<file path="src/rtl/uart_byte_rx.sv">
// 8N1 UART receiver, LSB first: two-flop input sync, mid-bit sampling, one-cycle
// data_out_valid / frame_err strobes. A low stop bit parks in BREAK until the line idles.
module uart_byte_rx #(
  parameter int CLK_FREQ = 50_000_000,
  parameter int BAUD     = 115200
) (
  input  logic       sys_clk,
  input  logic       reset,
  input  logic       uart_rx,
  output logic [7:0] data_out,
  output logic       data_out_valid,
  output logic       frame_err
);

  localparam int BAUD_DIV = CLK_FREQ / BAUD;
  localparam int HALF     = BAUD_DIV / 2;
  localparam int CW       = $clog2(BAUD_DIV);

  localparam logic [CW-1:0] HALF_M1 = CW'(HALF - 1);
  localparam logic [CW-1:0] FULL_M1 = CW'(BAUD_DIV - 1);

  // state | meaning
  // IDLE  | line idle, waiting for a low rx_s
  // START | half a bit into the start bit, confirm it is still low
  // DATA  | sampling the 8 data bits at mid-bit
  // STOP  | sampling the stop bit at mid-bit
  // BREAK | stop bit was low, wait for the line to return high
  typedef enum logic [2:0] {
    S_IDLE,
    S_START,
    S_DATA,
    S_STOP,
    S_BREAK
  } state_t;

  state_t        state_q, state_d;
  logic [CW-1:0] cnt_q, cnt_d;
  logic [2:0]    idx_q, idx_d;
  logic [7:0]    shift_q, shift_d;
  logic [7:0]    data_q, data_d;
  logic          valid_q, valid_d;
  logic          ferr_q, ferr_d;
  logic          rx_meta_q, rx_s_q;

  always_ff @(posedge sys_clk) begin
    if (reset) begin
      rx_meta_q <= 1'b1;
      rx_s_q    <= 1'b1;
      state_q   <= S_IDLE;
      cnt_q     <= '0;
      idx_q     <= '0;
      shift_q   <= '0;
      data_q    <= '0;
      valid_q   <= 1'b0;
      ferr_q    <= 1'b0;
    end else begin
      rx_meta_q <= uart_rx;
      rx_s_q    <= rx_meta_q;
      state_q   <= state_d;
      cnt_q     <= cnt_d;
      idx_q     <= idx_d;
      shift_q   <= shift_d;
      data_q    <= data_d;
      valid_q   <= valid_d;
      ferr_q    <= ferr_d;
    end
  end

  always_comb begin
    state_d = state_q;
    cnt_d   = cnt_q;
    idx_d   = idx_q;
    shift_d = shift_q;
    data_d  = data_q;
    valid_d = 1'b0;
    ferr_d  = 1'b0;
    case (state_q)
      S_IDLE: begin
        cnt_d = '0;
        idx_d = '0;
        if (!rx_s_q) state_d = S_START;
      end
      S_START: begin
        if (cnt_q == HALF_M1) begin
          cnt_d   = '0;
          idx_d   = '0;
          // A start bit that is high again at mid-bit was only a glitch.
          state_d = rx_s_q ? S_IDLE : S_DATA;
        end else begin
          cnt_d = cnt_q + 1'b1;
        end
      end
      S_DATA: begin
        if (cnt_q == FULL_M1) begin
          cnt_d          = '0;
          shift_d[idx_q] = rx_s_q;
          idx_d          = idx_q + 3'd1;
          if (idx_q == 3'd7) state_d = S_STOP;
        end else begin
          cnt_d = cnt_q + 1'b1;
        end
      end
      S_STOP: begin
        if (cnt_q == FULL_M1) begin
          cnt_d = '0;
          if (rx_s_q) begin
            data_d  = shift_q;
            valid_d = 1'b1;
            state_d = S_IDLE;
          end else begin
            ferr_d  = 1'b1;
            state_d = S_BREAK;
          end
        end else begin
          cnt_d = cnt_q + 1'b1;
        end
      end
      S_BREAK: begin
        cnt_d = '0;
        if (rx_s_q) state_d = S_IDLE;
      end
      default: begin
        state_d = S_IDLE;
        cnt_d   = '0;
      end
    endcase
  end

  assign data_out       = data_q;
  assign data_out_valid = valid_q;
  assign frame_err      = ferr_q;

endmodule

</file>
<file path="config.mk">
export PLATFORM = sky130hd
export DESIGN_NAME = uart_byte_rx
export DESIGN_NICKNAME = d
export VERILOG_FILES = /design/src/rtl/uart_byte_rx.sv
export SDC_FILE = /design/constraint.sdc
export NUM_CORES = 1
export LEC_CHECK = 0
export ABC_CLOCK_PERIOD_IN_PS = 1900
export CAP_MARGIN = 20
export CORE_MARGIN = 2
export CORE_UTILIZATION = 49
export CTS_BUF_LIST = sky130_fd_sc_hd__clkbuf_8
export DETAILED_ROUTE_END_ITERATION = 12
export PLACE_DENSITY = 0.79
export REMOVE_ABC_BUFFERS = 1
export SYNTH_ARGS = -nofsm -noshare
export SYNTH_HDL_FRONTEND = slang
export SYNTH_SLANG_ARGS = --single-unit
</file>
<file path="constraint.sdc">
create_clock -name sys_clk -period 1.9 [get_ports sys_clk]
set_input_delay 0.38 -clock sys_clk [delete_from_list [all_inputs] [get_ports sys_clk]]
set_output_delay 0.38 -clock sys_clk [all_outputs]
set_load 0.05 [all_outputs]
</file>
[Word level (Yosys, flattened, before mapping)]
Cells that the tools add are included.
Storage, ports and cells
  bits in registers: 35
  input port bits: 3
Operators by class
  add/subtract/negate cells: 2
  reduce and logical (&&, ||, !) cells: 9
  mux-type cells: 20
  eq/ne operators: 13
  magnitude comparators: 2
  bitwise logic cells: 2
Operators by type and width (count)
  3-bit 2-to-1 mux: 9
  9-bit 2-to-1 mux: 2
  9-bit case mux with 2 select lines: 1
  3-bit case mux with 5 select lines: 1
  2-bit inequality test, second input constant: 6
  9-bit by 1-bit adder with 9-bit output, second input constant: 1
  9-bit by 8-bit equality test with 1-bit output, second input constant: 1
  9-bit equality test, second input constant: 1
  3-bit case mux with 3 select lines: 1
  8-bit bitwise mux: 1
  3-bit by 2-bit equality test with 1-bit output, second input constant: 2
  3-bit equality test, second input constant: 2
  3-bit AND reduction: 2
  6-bit AND reduction: 1
  3-bit by 4-bit < comparator with 1-bit output, second input constant: 1
  3-bit by 1-bit adder with 3-bit output, second input constant: 1
  1-bit demux with 3-bit select: 1
  3-bit by 1-bit equality test with 1-bit output, second input constant: 1
  3-bit by 1-bit >= comparator with 1-bit output, second input constant: 1
  3-bit logical NOT: 1
  1-bit 2-to-1 mux: 3
  3-bit nonzero test: 1
  3-bit OR reduction: 1
  2-bit 2-to-1 mux: 1
  4 further kinds: 5

[Logic depth before layout (Yosys ltp)]
Gate-level depths: netlist (run 1).
  depth in word-level cells: 5
  depth in mapped cells: 8

[Worst setup path after synthesis (run 1)]
No wires, ideal clock.
  path type: flip-flop to flip-flop
  start: register cnt_q[0]
  end: register cnt_q[7]
  stages on the path, launching flop included: 9
  data arrival time: 1.632 ns
  library setup time: 0.070 ns
  buffers on the path: 1
  clock period less this slack: 1.701 ns
  setup slack: 0.199 ns
  cell sequence: dfxtp_1 > inv_1 > ha_1 > and4b_1 > nand2_1 > a22oi_1 > or4_1 > buf_2 > a21oi_1
Between the ends
  word-level cells in the longest chain between the ends: 3
  elaborated cells between the ends (all ways): 6
  those cells by class: add/sub (1); eq/ne (2); mux (3)
RTL lines
  from (decl): RTL line 37  | logic [CW-1:0] cnt_q, cnt_d;
  from (signal assigned): RTL line 60  | cnt_q <= cnt_d;
  9-bit by 1-bit adder with 9-bit output (tied with other cells): RTL line 90, 100, 115
  9-bit 2-to-1 mux (on tied branches): RTL line 94, 104, 84
  9-bit case mux with 2 select lines (*): RTL line 77  | case (state_q)
Mark *: on every way between the ends. The rest lies on a longest branch, timed or not.
A chain may end at the register's enable or synchronous reset.

[Worst setup path in the final report (run 1)]
  start: register state_q[1]
  end: register shift_q[2]
Between the ends
  word-level cells in the longest chain between the ends: 2
RTL lines
  from (decl): RTL line 36  | state_t state_q, state_d;
  from (signal assigned): RTL line 59  | state_q <= state_d;
  3-bit by 2-bit equality test with 1-bit output: RTL line 77
  2-bit AND reduction (no line)
  to (signal assigned): RTL line 62  | shift_q <= shift_d;
  to (decl): RTL line 39  | logic [7:0] shift_q, shift_d;
No other way between the ends.

==> impl_metrics.toml, run 1 <==
[power]
power_leakage_nw = 0.728
p_total_mw = 1.49
peakVddDrop_v = 0.000598
p_per_area_nw_per_um2 = 787

[logic_synthesis]
ys_ff_latch = 35
synth_area_leaders = "dfxtp_1 (45%), mux2i_1 (11%), nor2_1 (8.4%)"
yosysTopAreaCell = "dfxtp_1"
synthFlopType = "dfxtp_1"
synth_common_cells = "dfxtp_1 (35), nor2_1 (35), mux2i_1 (17)"
synthCells = 165
postSynthAreaPerCell_um2 = 9.44
yosysWarnings = 0
synthArstFlopShare = 0
synth_edf_count = 0
syn_area_um2 = 1560
synth.yosys.seq_area_share = 0.450
yosysUniqueCellTypes = 41
yosysTopAreaCellShare = 0.450

[setup_path]
setup.worst_path.start_class = "register"
worstSetupPathType = "register to register"
arrival_ns = 2.01
endpoint_kind = "register"
path_max_fanout = 11
required_ns = 2.08

[drt]
drc = 0
drtAntennaViolNets = 0
drt-initial-drc-count = 32
wire_per_inst_um = 12.6
via_per_inst = 5.23
drt-total-wl_um = 2880
firstDrtPassIters = 5
vias = 1198

[final_layout]
final_cell_area_um2 = 1890
areaGrowthSynthToFinish_pct = 21.5
multi_input_area_um2 = 815
drive_gt1_frac = 0.146
regArea_um2 = 703
nets = 192
n_antenna_cell = 0
fillers = 232
final_util = 0.625

[sta]
slew_headroom = 0.665
setup_viol = 0
hold_viol = 0
fin_crit_ns = 1.83
fmax_mhz = 548
tightest_slew_ns = 0.502
final_max_slew_viol_count = 0
rsz0062_at_grt = "false"
finalSetupTns_ns = 0
skew_ns = 0.00907
fin_crit_sh = 0.961

[place]
place.port_buffers = 12
place_area_um2 = 1760
gp_congestion = 0.781
hpwl_um = 1980

[global_route]
grt_pass1_wl_um = 4940
overflow = 0
grtUsageTotal = 0.188
grt_max_degree = 27
antenna_found_initial = 0
first_global_vias = 1122

[flow_run]
cap_violations = 0

[floorplanning]
initial_utilization = 0.514
io_pins = 13
die_w_um = 60.4
die_h_um = 60.4
core_area_um2 = 3030
die_area_um2 = 3650
rows = 20

[clock_tree]
cts_tree = "yes"
cts_setup_buffers = 0
clkSinkCount = 35
cts-root-buf = "clkbuf_8"
cts.reportedPaths.clkPinSlew_ns = 0.07
clk-insertion-delay-late_ns = 0.30
htree_levels = 2
clk_path_buf_depth = 2
cts_buffers = 5

[status]
status = "complete, no violations"

[min_path]
min_path_type = "register to register"
-- flip-flops by register name (all words and copies together), names as in the netlist --
name	flops
cnt_q	9
data_out	8
data_out_valid	1
frame_err	1
idx_q	3
rx_meta_q	1
rx_s_q	1
shift_q	8
state_q	3
-- metal layers --
| layer | track usage | up-vias | share of wire |
|---|---|---|---|
| met5 | 0 | - | 0 |
| met2 | 0.295 | 20 | 0.45 |
| met4 | 0.105 | 0 | 0.021 |
| met1 | 0.219 | 561 | 0.49 |
| met3 | 0.0768 | 9 | 0.039 |
| li1 | - | 608 | - |
-- cell families (layout without fill, tap and decap cells) --
family | after synthesis | after routing | share of synthesized area
mux | 17 | 17 | 0.109
xor+xnor | 6 | 6 | 0.0337
buf+inv | 12 | 32 | 0.0337
compound gates | 16 | 16 | 0.0675
flops | 35 | 35 | 0.450
fa+ha+maj | 5 | 5 | 0.0402
simple gates | 74 | 74 | 0.266
-- layout by cell type (no fill, tap or decap), drive strengths merged, types with 2 or more instances in the layout --
cell	Yosys	layout
nor2b	3	3
ha	5	5
and4bb	2	2
nand2	7	7
or3	2	2
nor2	35	35
o21ai	4	4
a211o	2	2
mux2i	17	17
or2	3	3
buf	4	9
dfxtp	35	35
a22oi	3	3
a21oi	4	4
xnor2	3	3
clkdlybuf4s50	0	12
clkbuf	5	6
nand3	5	5
nand4b	4	4
xor2	3	3
inv	3	4
-- path summary, 6_finish.rpt --
check | start | end | slack (ns) | cells after the start
worst min-delay path | rx_meta_q | rx_s_q | 0.41 | 1
worst max-delay path | state_q[1] | shift_q[2] | 0.07 | 6
worst min register to register | rx_meta_q | rx_s_q | 0.41 | 1
worst max register to register | state_q[1] | shift_q[2] | 0.07 | 6
-- through the flow --
stage	hold slack [ns]	setup WS [ns]	cells
final	0.414	0.0736	229
after global placement	0.400	0.0929	221
after floorplan	0.389	0.0124	156
after global routing	0.432	0.00127	229
after CTS	0.417	0.0120	229
after detailed placement	0.399	-0.0586	221
-- cell type report --
type	count	area share
clock buffer	6	0.0436
sequential	35	0.371
inverter	3	0.00595
tap	44	0.0291
multi-input combinational	118	0.430
timing repair buffer	21	0.0991
clock inverter	2	0.0205
-- repair_timing --
item | 4_1_cts | 5_1_grt
pin swaps | 0 | 1
hold buffers | 0 | 0
endpoints found under the hold margin | 0 | 0
resized for setup | 1 | 3
setup endpoints to repair | 9 | 18
-- critical path, stage by stage, from the launching register on --
cell and delay, ns:
dfxtp_2 0.41, or3b_1 0.44, nor4_2 0.17, buf_4 0.21, and4bb_1 0.23, mux2i_1 0.19, nor2_1 0.05
-- power breakdown --
part | switching, mW | internal [mW] | total (mW)
registers | 0.00413 | 0.737 | 0.741
clock network | 0.275 | 0.431 | 0.706
logic | 0.0243 | 0.0178 | 0.0421
total | 0.304 | 1.19 | 1.49
No activity file was read; power rests on OpenSTA's default activity.
==> inputs of run 2 (changes only) <==
CORE_UTILIZATION = 54   (was 49)
CTS_CLUSTER_DIAMETER = 150   (was unset)
PLACE_DENSITY = 0.85   (was 0.79)
==> run 2 against run 1 <==
Against the previous run:
- design area down 2.6%
- clock power decreased by 27%
- count of clock-buffer cells in the layout fell by 1
- first-iteration DRC count is 3.1% higher
- combinational power up 4%
- core utilization is 4.4 points higher
- highest routed layer unchanged
==> impl_metrics.toml, run 2 (same netlist as run 1, synthesis figures left out) <==
[setup_path]
setup.worst_path.start_class = "register"
path_max_fanout = 2
crit_chain = "clkdlybuf4s50_1"
cp_num_buf_inv = 1
cp_slowest_cell = "clkdlybuf4s50_1"
required_ns = 1.52
worstSetupPathType = "register to output pin"
endpoint_kind = "output pin"
critPathTopFamily = "buffers and inverters"
arrival_ns = 1.45
critPathMaxStageDelay_ns = 0.81

[drt]
drtAntennaViolNets = 0
wl_met2_um = 1470
wire_per_inst_um = 14.0
drc = 0
wl_met3_um = 119
drt-total-wl_um = 3020
via_per_inst = 5.81
drt-initial-drc-count = 33
drt-met1-wl_um = 1370
vias = 1250
firstDrtPassIters = 4
top_layer = "met4"

[final_layout]
drive_gt1_frac = 0.141
n_antenna_cell = 0
largest_reg_flops = 9
nets = 191
fillers = 217
multi_input_area_um2 = 822
areaGrowthSynthToFinish_pct = 18.4
final_common_cell = "nor2_1"
regArea_um2 = 703
fin_cells = 215
final_cell_mix = "nor2_1 (35), dfxtp_1 (33), mux2i_1 (17)"
regMostFlops = "cnt_q"
final_cell_area_um2 = 1840

[floorplanning]
rows = 19
die_area_um2 = 3330
core_area_um2 = 2760
die_w_um = 57.7
io_pins = 13
initial_utilization = 0.565
die_h_um = 57.7

[sta]
tightest_slew_ns = 0.496
fmax_mhz = 547
skew_ns = 0.00738
slew_headroom = 0.668
final_max_slew_viol_count = 0
setup_slack_ns = 0.0715
fin_crit_ns = 1.83
setup_viol = 0
fin_crit_sh = 0.962
rsz0062_at_grt = "false"
hold_viol = 0

[place]
place.port_buffers = 12
dp_cells = 206
place_area_um2 = 1730
dp_slack_ns = -0.00240
hpwl_um = 1980
gp_congestion = 0.811

[clock_tree]
cts.reportedPaths.clkPinSlew_ns = 0.07
cts_setup_buffers = 0
cts-root-buf = "clkbuf_8"
htree_levels = 2
clk_path_buf_depth = 2
clk-insertion-delay-late_ns = 0.29
cts_tree = "yes"
clkSinkCount = 35
cts_buffers = 5

[global_route]
first_global_vias = 1123
grt_max_degree = 27
antenna_found_initial = 0
grtUsageTotal = 0.192
overflow = 0
grt_pass1_wl_um = 4990

[power]
power_leakage_nw = 0.709
peakVddDrop_v = 0.000643
p_per_area_nw_per_um2 = 705

[status]
status = "complete, no violations"

[flow_run]
cap_violations = 0

[min_path]
min_path_type = "register to register"
==> run 2: final cells by class <==
| class | count | share of cell area |
|---|---|---|
| Clock inverter | 3 | 0.00882 |
| Multi-Input combinational cell | 118 | 0.446 |
| Tap cell | 31 | 0.0210 |
| Clock buffer | 5 | 0.0373 |
| Inverter | 3 | 0.00611 |
| Sequential cell | 35 | 0.381 |
| Timing Repair Buffer | 20 | 0.0997 |
==> run 2: timing repair <==
item	4_1_cts	5_1_grt
endpoints found under the setup margin	3	8
resized for setup	1	5
hold buffers	0	0
gates cloned	0	1
==> run 2: final timing paths <==
kind / start / end / slack (ns) / cells past startpoint
worst max-delay path: data_out[3] / data_out[3] / 0.07 / 1
worst min-delay path: rx_meta_q / rx_s_q / 0.41 / 1
worst max register to register: cnt_q[5] / data_out[3] / 0.09 / 6
worst min register to register: rx_meta_q / rx_s_q / 0.41 / 1
==> run 2: where the power goes <==
part | internal, mW | switching (mW) | total, mW | leakage (nW)
clock network | 0.250 | 0.265 | 0.515 | 0.0453
logic | 0.0180 | 0.0256 | 0.0436 | 0.380
registers | 0.737 | 0.00405 | 0.741 | 0.283
==> run 2: metrics by stage <==
step,util,total power [mW],setup TNS (ns),hold slack (ns)
6_report,0.669,1.30,0,0.407
5_1_grt,0.669,1.33,0,0.423
3_3_place_gp,0.627,0.797,0,0.400
4_1_cts,0.659,1.30,0,0.408
3_5_place_dp,0.627,0.800,-0.00240,0.399
2_1_floorplan,-,0.776,0,0.389
==> run 2: per-layer routing <==
layer,up-vias,GRT usage
li1,605,-
met1,604,0.249
met2,36,0.305
met3,5,0.0335
met4,0,0.0997
met5,-,0
